`config.mk`:
```
export PLATFORM = sky130hd
export DESIGN_NAME = bnn_host_loader_flat
export DESIGN_NICKNAME = d
export VERILOG_FILES = /design/src/rtl/bnn_host_loader_if.sv /design/src/rtl/bnn_host_loader.sv /design/src/flat_wrapper.sv
export SDC_FILE = /design/constraint.sdc
export NUM_CORES = 2
export LEC_CHECK = 0
export CAP_MARGIN = 20
export CORE_AREA = 2 2 316 318
export CTS_BUF_LIST = sky130_fd_sc_hd__clkbuf_16
export DETAILED_ROUTE_END_ITERATION = 8
export DIE_AREA = 0 0 318 320
export SETUP_SLACK_MARGIN = 0.02
export SYNTH_ARGS = -nofsm -noshare
export SYNTH_HDL_FRONTEND = slang
export SYNTH_SLANG_ARGS = --single-unit
```
`constraint.sdc`:
```
create_clock -name clk -period 4.46 [get_ports clk]
set_clock_uncertainty 0.15 [all_clocks]
set_input_delay 1.115 -clock clk [delete_from_list [all_inputs] [get_ports clk]]
set_output_delay 1.115 -clock clk [all_outputs]
set_load 0.02 [all_outputs]
```
`src/rtl/bnn_host_loader_if.sv`:
```
// ---------------------------------------------------------------------------
// bnn_host_loader_if
// Bundles the command/response byte streams and the classifier-side load
// interface of the BNN host loader.
//   master : the loader (drives cmd_ready, rsp_*, image, image_in_valid,
//            kernel_layer, offset_layer, class_out_ready, bad_hdr)
//   slave  : host + classifier side (drives cmd_*, rsp_ready,
//            image_in_ready, class_out, class_out_valid)
// Parameter IMG_DIM: image side length; image is [0:IMG_DIM-1][0:IMG_DIM-1].
// ---------------------------------------------------------------------------
interface bnn_host_loader_if #(
  parameter int IMG_DIM = 28
);
  logic [7:0] cmd_data;
  logic       cmd_valid;
  logic       cmd_ready;
  logic [7:0] rsp_data;
  logic       rsp_valid;
  logic       rsp_ready;
  logic       image [0:IMG_DIM-1][0:IMG_DIM-1];
  logic       image_in_valid;
  logic       image_in_ready;
  logic [1:0] kernel_layer;
  logic [1:0] offset_layer;
  logic [3:0] class_out;
  logic       class_out_valid;
  logic       class_out_ready;
  logic       bad_hdr;

  modport master (
    input  cmd_data, cmd_valid, rsp_ready, image_in_ready,
           class_out, class_out_valid,
    output cmd_ready, rsp_data, rsp_valid, image, image_in_valid,
           kernel_layer, offset_layer, class_out_ready, bad_hdr
  );

  modport slave (
    output cmd_data, cmd_valid, rsp_ready, image_in_ready,
           class_out, class_out_valid,
    input  cmd_ready, rsp_data, rsp_valid, image, image_in_valid,
           kernel_layer, offset_layer, class_out_ready, bad_hdr
  );
endinterface

```
`src/rtl/bnn_host_loader.sv`:
```
// ---------------------------------------------------------------------------
// bnn_host_loader
// Host-side driver for the BNN MNIST classifier. Turns a byte command stream
// into the classifier load protocol (image bus used as parameter carrier plus
// one-cycle kernel_layer/offset_layer strobes), streams a packed image in,
// hands it over, waits for the class and returns {4'hA, class} as a response.
//
// Ports:
//   clk  - single clock, posedge
//   rst  - synchronous active-high reset
//   bus  - bnn_host_loader_if.master (command/response streams, image bus,
//          image handoff, parameter strobes, class result, sticky bad_hdr)
//
// Header byte: op = [7:6] (0 nop, 1 kernel, 2 offset, 3 image),
//              layer = [5:4], [3:0] ignored.
//
// Optional feature macro: LOADER_TIMEOUT_EN
//   defined   - WAIT_CLASS watchdog; after TIMEOUT_CYC cycles without
//               class_out_valid the response byte is 8'hEF.
//   undefined - WAIT_CLASS waits indefinitely.
// ---------------------------------------------------------------------------
module bnn_host_loader #(
  parameter int IMG_DIM = 28
`ifdef LOADER_TIMEOUT_EN
  , parameter int TIMEOUT_CYC = 100000
`endif
) (
  input  logic                  clk,
  input  logic                  rst,
  bnn_host_loader_if.master     bus
);

  localparam int IMG_BITS  = IMG_DIM * IMG_DIM;
  localparam int IMG_BYTES = IMG_BITS / 8;
  localparam int CNT_W     = $clog2(IMG_BYTES);
  localparam int IDX_W     = $clog2(IMG_BITS);

  localparam logic [1:0] OP_KERNEL = 2'd1;
  localparam logic [1:0] OP_OFFSET = 2'd2;
  localparam logic [1:0] OP_IMAGE  = 2'd3;

  typedef enum logic [2:0] {
    S_HDR, S_PAYLOAD, S_ISSUE, S_IMG_PAYLOAD, S_IMG_SEND, S_WAIT_CLASS, S_RESP
  } state_t;

  state_t               state_q;
  logic [CNT_W-1:0]     byte_cnt;
  logic [1:0]           op_q, layer_q;
  logic [IMG_BITS-1:0]  img_q, param_img;
  logic                 cmd_ready_q, rsp_valid_q, img_valid_q, cls_ready_q, bad_hdr_q;
  logic [7:0]           rsp_data_q;
  logic [1:0]           kernel_q, offset_q;
  logic [5:0]           addr_a_q;
  logic [9:0]           addr_b_q;
  logic [23:0]          data_q;
  logic [24:0]          data25;
  logic [IDX_W-1:0]     bit_base;
  logic                 cmd_fire;
`ifdef LOADER_TIMEOUT_EN
  logic [31:0]          wait_cnt;
`endif

  assign cmd_fire = bus.cmd_valid & cmd_ready_q;
  // Data bit 24 lives in the last payload byte, used straight off the bus.
  assign data25   = {bus.cmd_data[0], data_q};
  assign bit_base = IDX_W'({byte_cnt, 3'b000});

  // NOTE: the payload fields carry no reset; every field is rewritten by
  // each 7-byte command before ISSUE reads it, and byte_cnt restarts in HDR,
  // so a reset mid-command can never surface stale bytes.
  always_ff @(posedge clk) begin
    if (state_q == S_PAYLOAD && cmd_fire) begin
      case (byte_cnt)
        CNT_W'(0): addr_a_q        <= bus.cmd_data[5:0];
        CNT_W'(1): addr_b_q[7:0]   <= bus.cmd_data;
        CNT_W'(2): addr_b_q[9:8]   <= bus.cmd_data[1:0];
        CNT_W'(3): data_q[7:0]     <= bus.cmd_data;
        CNT_W'(4): data_q[15:8]    <= bus.cmd_data;
        CNT_W'(5): data_q[23:16]   <= bus.cmd_data;
        default: ;
      endcase
    end
  end

  // Parameter image for the ISSUE cycle; row r bit j lives at r*IMG_DIM+j.
  always_comb begin
    // NOTE: default everything first so no path leaves a bit unassigned
    // (which would infer a latch) and unmapped bits are zero.
    param_img = '0;
    case ({op_q, layer_q})
      {OP_KERNEL, 2'd1}: begin
        param_img[4*IMG_DIM +: 5]  = addr_a_q[4:0];
        param_img[5*IMG_DIM +: 3]  = addr_b_q[2:0];
        param_img[0 +: 25]         = data25;
      end
      {OP_KERNEL, 2'd2}: begin
        param_img[7*IMG_DIM +: 6]  = addr_a_q;
        param_img[4*IMG_DIM +: 5]  = addr_b_q[4:0];
        param_img[0 +: 25]         = data25;
      end
      {OP_KERNEL, 2'd3}: begin
        param_img[6*IMG_DIM +: 4]  = addr_a_q[3:0];
        param_img[8*IMG_DIM +: 10] = addr_b_q;
        param_img[3*IMG_DIM]       = data25[0];
      end
      {OP_OFFSET, 2'd1}: begin
        param_img[4*IMG_DIM +: 5]  = addr_a_q[4:0];
        param_img[3*IMG_DIM +: 7]  = data25[6:0];
      end
      {OP_OFFSET, 2'd2}: begin
        param_img[7*IMG_DIM +: 6]  = addr_a_q;
        param_img[3*IMG_DIM +: 9]  = data25[8:0];
      end
      {OP_OFFSET, 2'd3}: begin
        param_img[6*IMG_DIM +: 4]  = addr_a_q[3:0];
        param_img[3*IMG_DIM +: 8]  = data25[7:0];
      end
      default: ;
    endcase
  end

  // NOTE: every flop below uses non-blocking (<=) so all branches see the
  // pre-edge state and the order of statements cannot change behaviour.
  always_ff @(posedge clk) begin
    if (rst) begin
      state_q     <= S_HDR;
      byte_cnt    <= '0;
      op_q        <= '0;
      layer_q     <= '0;
      img_q       <= '0;
      cmd_ready_q <= 1'b0;
      rsp_valid_q <= 1'b0;
      rsp_data_q  <= '0;
      img_valid_q <= 1'b0;
      cls_ready_q <= 1'b0;
      kernel_q    <= '0;
      offset_q    <= '0;
      bad_hdr_q   <= 1'b0;
`ifdef LOADER_TIMEOUT_EN
      wait_cnt    <= '0;
`endif
    end else begin
      case (state_q)
        S_HDR: begin
          cmd_ready_q <= 1'b1;
          if (cmd_fire) begin
            op_q     <= bus.cmd_data[7:6];
            layer_q  <= bus.cmd_data[5:4];
            byte_cnt <= '0;
            case (bus.cmd_data[7:6])
              OP_KERNEL, OP_OFFSET: begin
                if (bus.cmd_data[5:4] == 2'd0) bad_hdr_q <= 1'b1;
                else                           state_q   <= S_PAYLOAD;
              end
              OP_IMAGE: begin
                img_q   <= '0;
                state_q <= S_IMG_PAYLOAD;
              end
              default: ;
            endcase
          end
        end
        S_PAYLOAD: begin
          if (cmd_fire) begin
            if (byte_cnt == CNT_W'(6)) begin
              // param_img already sees the last byte through data25.
              img_q       <= param_img;
              kernel_q    <= (op_q == OP_KERNEL) ? layer_q : 2'd0;
              offset_q    <= (op_q == OP_OFFSET) ? layer_q : 2'd0;
              cmd_ready_q <= 1'b0;
              state_q     <= S_ISSUE;
            end else begin
              byte_cnt <= byte_cnt + 1'b1;
            end
          end
        end
        S_ISSUE: begin
          kernel_q    <= '0;
          offset_q    <= '0;
          img_q       <= '0;
          cmd_ready_q <= 1'b1;
          state_q     <= S_HDR;
        end
        S_IMG_PAYLOAD: begin
          if (cmd_fire) begin
            img_q[bit_base +: 8] <= bus.cmd_data;
            if (byte_cnt == CNT_W'(IMG_BYTES - 1)) begin
              cmd_ready_q <= 1'b0;
              img_valid_q <= 1'b1;
              state_q     <= S_IMG_SEND;
            end else begin
              byte_cnt <= byte_cnt + 1'b1;
            end
          end
        end
        S_IMG_SEND: begin
          if (bus.image_in_ready) begin
            img_valid_q <= 1'b0;
            cls_ready_q <= 1'b1;
`ifdef LOADER_TIMEOUT_EN
            wait_cnt    <= '0;
`endif
            state_q     <= S_WAIT_CLASS;
          end
        end
        S_WAIT_CLASS: begin
          if (bus.class_out_valid) begin
            rsp_data_q  <= {4'hA, bus.class_out};
            rsp_valid_q <= 1'b1;
            cls_ready_q <= 1'b0;
            state_q     <= S_RESP;
          end
`ifdef LOADER_TIMEOUT_EN
          else if (wait_cnt == 32'(TIMEOUT_CYC - 1)) begin
            rsp_data_q  <= 8'hEF;
            rsp_valid_q <= 1'b1;
            cls_ready_q <= 1'b0;
            state_q     <= S_RESP;
          end else begin
            wait_cnt <= wait_cnt + 1'b1;
          end
`endif
        end
        S_RESP: begin
          if (bus.rsp_ready) begin
            rsp_valid_q <= 1'b0;
            rsp_data_q  <= '0;
            cmd_ready_q <= 1'b1;
            state_q     <= S_HDR;
          end
        end
        default: state_q <= S_HDR;
      endcase
    end
  end

  assign bus.cmd_ready       = cmd_ready_q;
  assign bus.rsp_data        = rsp_data_q;
  assign bus.rsp_valid       = rsp_valid_q;
  assign bus.image_in_valid  = img_valid_q;
  assign bus.kernel_layer    = kernel_q;
  assign bus.offset_layer    = offset_q;
  assign bus.class_out_ready = cls_ready_q;
  assign bus.bad_hdr         = bad_hdr_q;

  for (genvar r = 0; r < IMG_DIM; r++) begin : g_row
    for (genvar c = 0; c < IMG_DIM; c++) begin : g_col
      assign bus.image[r][c] = img_q[r*IMG_DIM + c];
    end
  end

endmodule

```
`src/flat_wrapper.sv`:
```
// flat-port wrapper written by rule: the top's interface ports become plain ports
module bnn_host_loader_flat 
#(
  parameter int IMG_DIM = 28

)
  (clk, rst, bus_cmd_data, bus_cmd_valid, bus_rsp_ready, bus_image_in_ready, bus_class_out, bus_class_out_valid, bus_cmd_ready, bus_rsp_data, bus_rsp_valid, bus_image, bus_image_in_valid, bus_kernel_layer, bus_offset_layer, bus_class_out_ready, bus_bad_hdr);
  bnn_host_loader_if #(.IMG_DIM(IMG_DIM)) bus_i ();
  input  logic clk;
  input  logic rst;
  input wire logic [$bits(bus_i.cmd_data)-1:0] bus_cmd_data;
  input wire logic [$bits(bus_i.cmd_valid)-1:0] bus_cmd_valid;
  input wire logic [$bits(bus_i.rsp_ready)-1:0] bus_rsp_ready;
  input wire logic [$bits(bus_i.image_in_ready)-1:0] bus_image_in_ready;
  input wire logic [$bits(bus_i.class_out)-1:0] bus_class_out;
  input wire logic [$bits(bus_i.class_out_valid)-1:0] bus_class_out_valid;
  output wire logic [$bits(bus_i.cmd_ready)-1:0] bus_cmd_ready;
  output wire logic [$bits(bus_i.rsp_data)-1:0] bus_rsp_data;
  output wire logic [$bits(bus_i.rsp_valid)-1:0] bus_rsp_valid;
  output wire logic [$bits(bus_i.image)-1:0] bus_image;
  output wire logic [$bits(bus_i.image_in_valid)-1:0] bus_image_in_valid;
  output wire logic [$bits(bus_i.kernel_layer)-1:0] bus_kernel_layer;
  output wire logic [$bits(bus_i.offset_layer)-1:0] bus_offset_layer;
  output wire logic [$bits(bus_i.class_out_ready)-1:0] bus_class_out_ready;
  output wire logic [$bits(bus_i.bad_hdr)-1:0] bus_bad_hdr;
  assign bus_i.cmd_data = bus_cmd_data;
  assign bus_i.cmd_valid = bus_cmd_valid;
  assign bus_i.rsp_ready = bus_rsp_ready;
  assign bus_i.image_in_ready = bus_image_in_ready;
  assign bus_i.class_out = bus_class_out;
  assign bus_i.class_out_valid = bus_class_out_valid;
  assign bus_cmd_ready = bus_i.cmd_ready;
  assign bus_rsp_data = bus_i.rsp_data;
  assign bus_rsp_valid = bus_i.rsp_valid;
  assign bus_image = {>>{bus_i.image}};
  assign bus_image_in_valid = bus_i.image_in_valid;
  assign bus_kernel_layer = bus_i.kernel_layer;
  assign bus_offset_layer = bus_i.offset_layer;
  assign bus_class_out_ready = bus_i.class_out_ready;
  assign bus_bad_hdr = bus_i.bad_hdr;
  bnn_host_loader #(.IMG_DIM(IMG_DIM)) u_core (.clk(clk), .rst(rst), .bus(bus_i));
endmodule
```
==> results.yml <==
drt:
  drcViolationCount: 0
  routed_wl_um: 153300
  vias: 30500
  wl_per_cell_um: 26.70
  ant_nets: 0
  vias_per_cell: 5.311
  dr.pass1.iters: 6
  drt_iter0_drc: 2757
status:
  status: "complete, no violations"
synth:
  yosys-top-cells-area: "dfxtp_1 (47%), mux2i_1 (17%), nor2_1 (8.9%)"
  yosysTopAreaCellShare_pct: 47.33
  ys_ff_latch: 851
  synth.distinct_cells: 75
  netlist_top_cells_count: "nor2_1 (815), dfxtp_1 (811), mux2i_1 (597)"
  synthArstFlopShare_pct: 0
  synthFlopType: "dfxtp_1"
  synth-seq-area-share_pct: 50.83
  synth_edf_count: 40
  synth.most_common_cell: "nor2_1"
  netlist_instances: 3598
  synthesis.area_mm2: 0.03430
  synth_warnings: 0
  yosys.area.top_type: "dfxtp_1"
  syn_area_per_cell_um2: 9.534
power_and_ir_drop:
  power.leakage_nw: 18.95
  p_int_mw: 12.56
  p_sw_share_pct: 25.60
  comb_power_share_pct: 6.8
  pwr_density_cell_mw_per_mm2: 355.6
  power_mw: 16.88
  peakVddDrop_mv: 0.2852
  sequentialPowerShare_pct: 45.9
  power_frac_clock_pct: 47.3
  p_sw_mw: 4.321
die:
  rows: 115
  initial_core_util_pct: 35.01
  core-area_mm2: 0.09799
  dieArea_mm2: 0.1018
  io_pins: 819
  dieWidth_um: 318
  die_y_um: 320
global_route:
  antenna_found_initial: 4
  grt_pass1_wl_um: 216700
  grtUsageMet2_pct: 47.61
  grt_start_max_net_pins: 152
  grt_remaining_overflow: 0
  track_usage_pct: 29.05
  grt_use_met3_pct: 7.421
  grt.busiest_layer: "met2"
  met1_usage_pct: 36.91
  grt_pass1_vias: 28860
timing:
  drv_slew: 0
  setup_viol: 0
  hold_violations: 0
  rsz0062_at_grt: "no"
  max_freq_ghz: 0.2568
  worst_pin_slew_ps: 1177
  min_period_ps: 3894
  slew-limit-headroom_pct: 20.92
  finalSetupTns_ps: 0
  setup_slack_ps: 566.1
  post-route-period-util_pct: 87.31
cts:
  post_cts_resized: 0
  clock_sinks: 851
  path_clk_slew_ps: 60
  cts_tree: "built"
  clockBufferDepth: 3
  postCtsSetupRepairBufs: 0
  clk-insertion-delay-late_ps: 680
  clock-root-buffer: "clkbuf_16"
  cts_buffers: 94
  htree_num_levels: 3
  cts_hold_buf: 0
placed_design:
  gp_congestion: 0.8998
  place_worst_setup_slack_ps: 260.6
  port_buffers: 816
  place.detailed.hpwl_um: 111100
cells_and_area:
  final_net_count: 4400
  layout-drive-gt1-share_pct: 9.270
  syn2layout_area_growth_pct: 38.39
  final_core_util_pct: 48.45
critical_path:
  required_ps: 4920
  critical_path_class: "reg2reg"
  r2r_slack_ps: 570
  worstReg2RegEnd: "u_core.img_q[693]"
  cp_max_fo: 14
  crit_arrival_ps: 4350
  r2r_cells: 9
  startpoint_type: "register"
  end_kind: "register"
  reg2reg_from: "u_core.byte_cnt[1]"
min_path:
  hold_start: "u_core.img_q[604]"
  hold_depth: 2
  hp-class: "reg2reg"
  holdPathEnd: "u_core.img_q[604]"
run:
  cap_violations: 0
## cell families (layout without fill, tap and decap cells)
| kind of cell | count (synthesis) | count (layout) | synth area share (%) |
|---|---|---|---|
| adder cells (fa/ha/maj) | 7 | 7 | 0.2553 |
| flip-flops | 851 | 851 | 50.83 |
| AND/OR/NAND/NOR | 1449 | 1449 | 19.97 |
| buffers and inverters | 300 | 1156 | 3.677 |
| AO/OA/AOI/OAI | 379 | 379 | 7.474 |
| XOR/XNOR | 14 | 14 | 0.3575 |
| other | 1 | 3 | 0.01093 |
| multiplexers | 597 | 597 | 17.42 |
## flip-flops by register name (all words and copies together) (netlist names), 2 cells and up
| signal | count |
|---|---|
| u_core.addr_a_q | 6 |
| u_core.addr_b_q | 10 |
| u_core.bus.kernel_layer | 2 |
| u_core.bus.offset_layer | 2 |
| u_core.bus.rsp_data | 5 |
| u_core.byte_cnt | 7 |
| u_core.data_q | 24 |
| u_core.img_q | 784 |
| u_core.layer_q | 2 |
| u_core.op_q | 2 |
| u_core.state_q | 3 |
## layer usage
layer | wire [µm] | vias to the layer above
met3 | 12430 | 222
met4 | 5274 | 2
li1 | - | 14090
met1 | 63750 | 14920
met5 | 13 | -
met2 | 71840 | 1271
## how the worst max path moves through the flow
stage,depth (start not counted),endpoint,startpoint,slack (ps)
after floorplan,12,u_core.img_q[192],u_core.byte_cnt[0],1020
after global placement,9,u_core.img_q[689],u_core.byte_cnt[1],360
after detailed placement,9,u_core.img_q[691],u_core.byte_cnt[1],260
after CTS,9,u_core.img_q[693],u_core.byte_cnt[1],240
after global routing,9,u_core.img_q[17],u_core.byte_cnt[1],320
final,9,u_core.img_q[693],u_core.byte_cnt[1],570
## cell type report
class	count	area [µm²]
antenna	1	2.502
sequential	851	17440
tap	1287	1610
inverter	17	63.81
timing repair buffer	963	9425
clock buffer	97	2427
fill	9226	50510
clock inverter	79	720.7
multi-input combinational	2448	15790
## cell usage in the layout (no fill, tap or decap), types with 40 or more instances in the layout
cell type and n:
clkbuf_16 97, or3_1 46, a21oi_1 114, nor3_1 84, dfxtp_1 811, o31ai_1 52, nand3_1 139, nor2_1 814
nand2_1 157, mux2i_1 597, edfxtp_1 40, buf_4 134, o21ai_0 44, clkdlybuf4s50_1 807
## worst max-delay path: stages, from the launching register on
cell and delay, ps:
dfxtp_1 310, inv_1 90, ha_1 550, nand2b_1 350
o31a_1 490, o21ai_2 760, nor4_1 110, buf_4 170
nor2_1 570, a22o_1 260
## power by group through the flow
| stage | Clock (mW) | Sequential (mW) | Combinational (mW) |
|---|---|---|---|
| 2_1_floorplan | 0 | 7.93 | 0.585 |
| 3_3_place_gp | 0 | 7.91 | 1.12 |
| 3_5_place_dp | 0 | 7.91 | 1.13 |
| 4_1_cts | 8.12 | 7.74 | 1.13 |
| 5_1_grt | 8.44 | 7.75 | 1.20 |
| 6_report | 7.99 | 7.75 | 1.14 |
## metrics by stage
step | instance area, µm² | instances | hold slack (ps)
2_1_floorplan | 34310 | 3599 | 353.5
3_3_place_gp | 44300 | 5564 | 289.0
3_5_place_dp | 44320 | 5565 | 296.1
4_1_cts | 47460 | 5741 | 304.1
5_1_grt | 47470 | 5742 | 322.4
6_report | 47470 | 5743 | 304.0
Power figures use the tool's default switching activity.
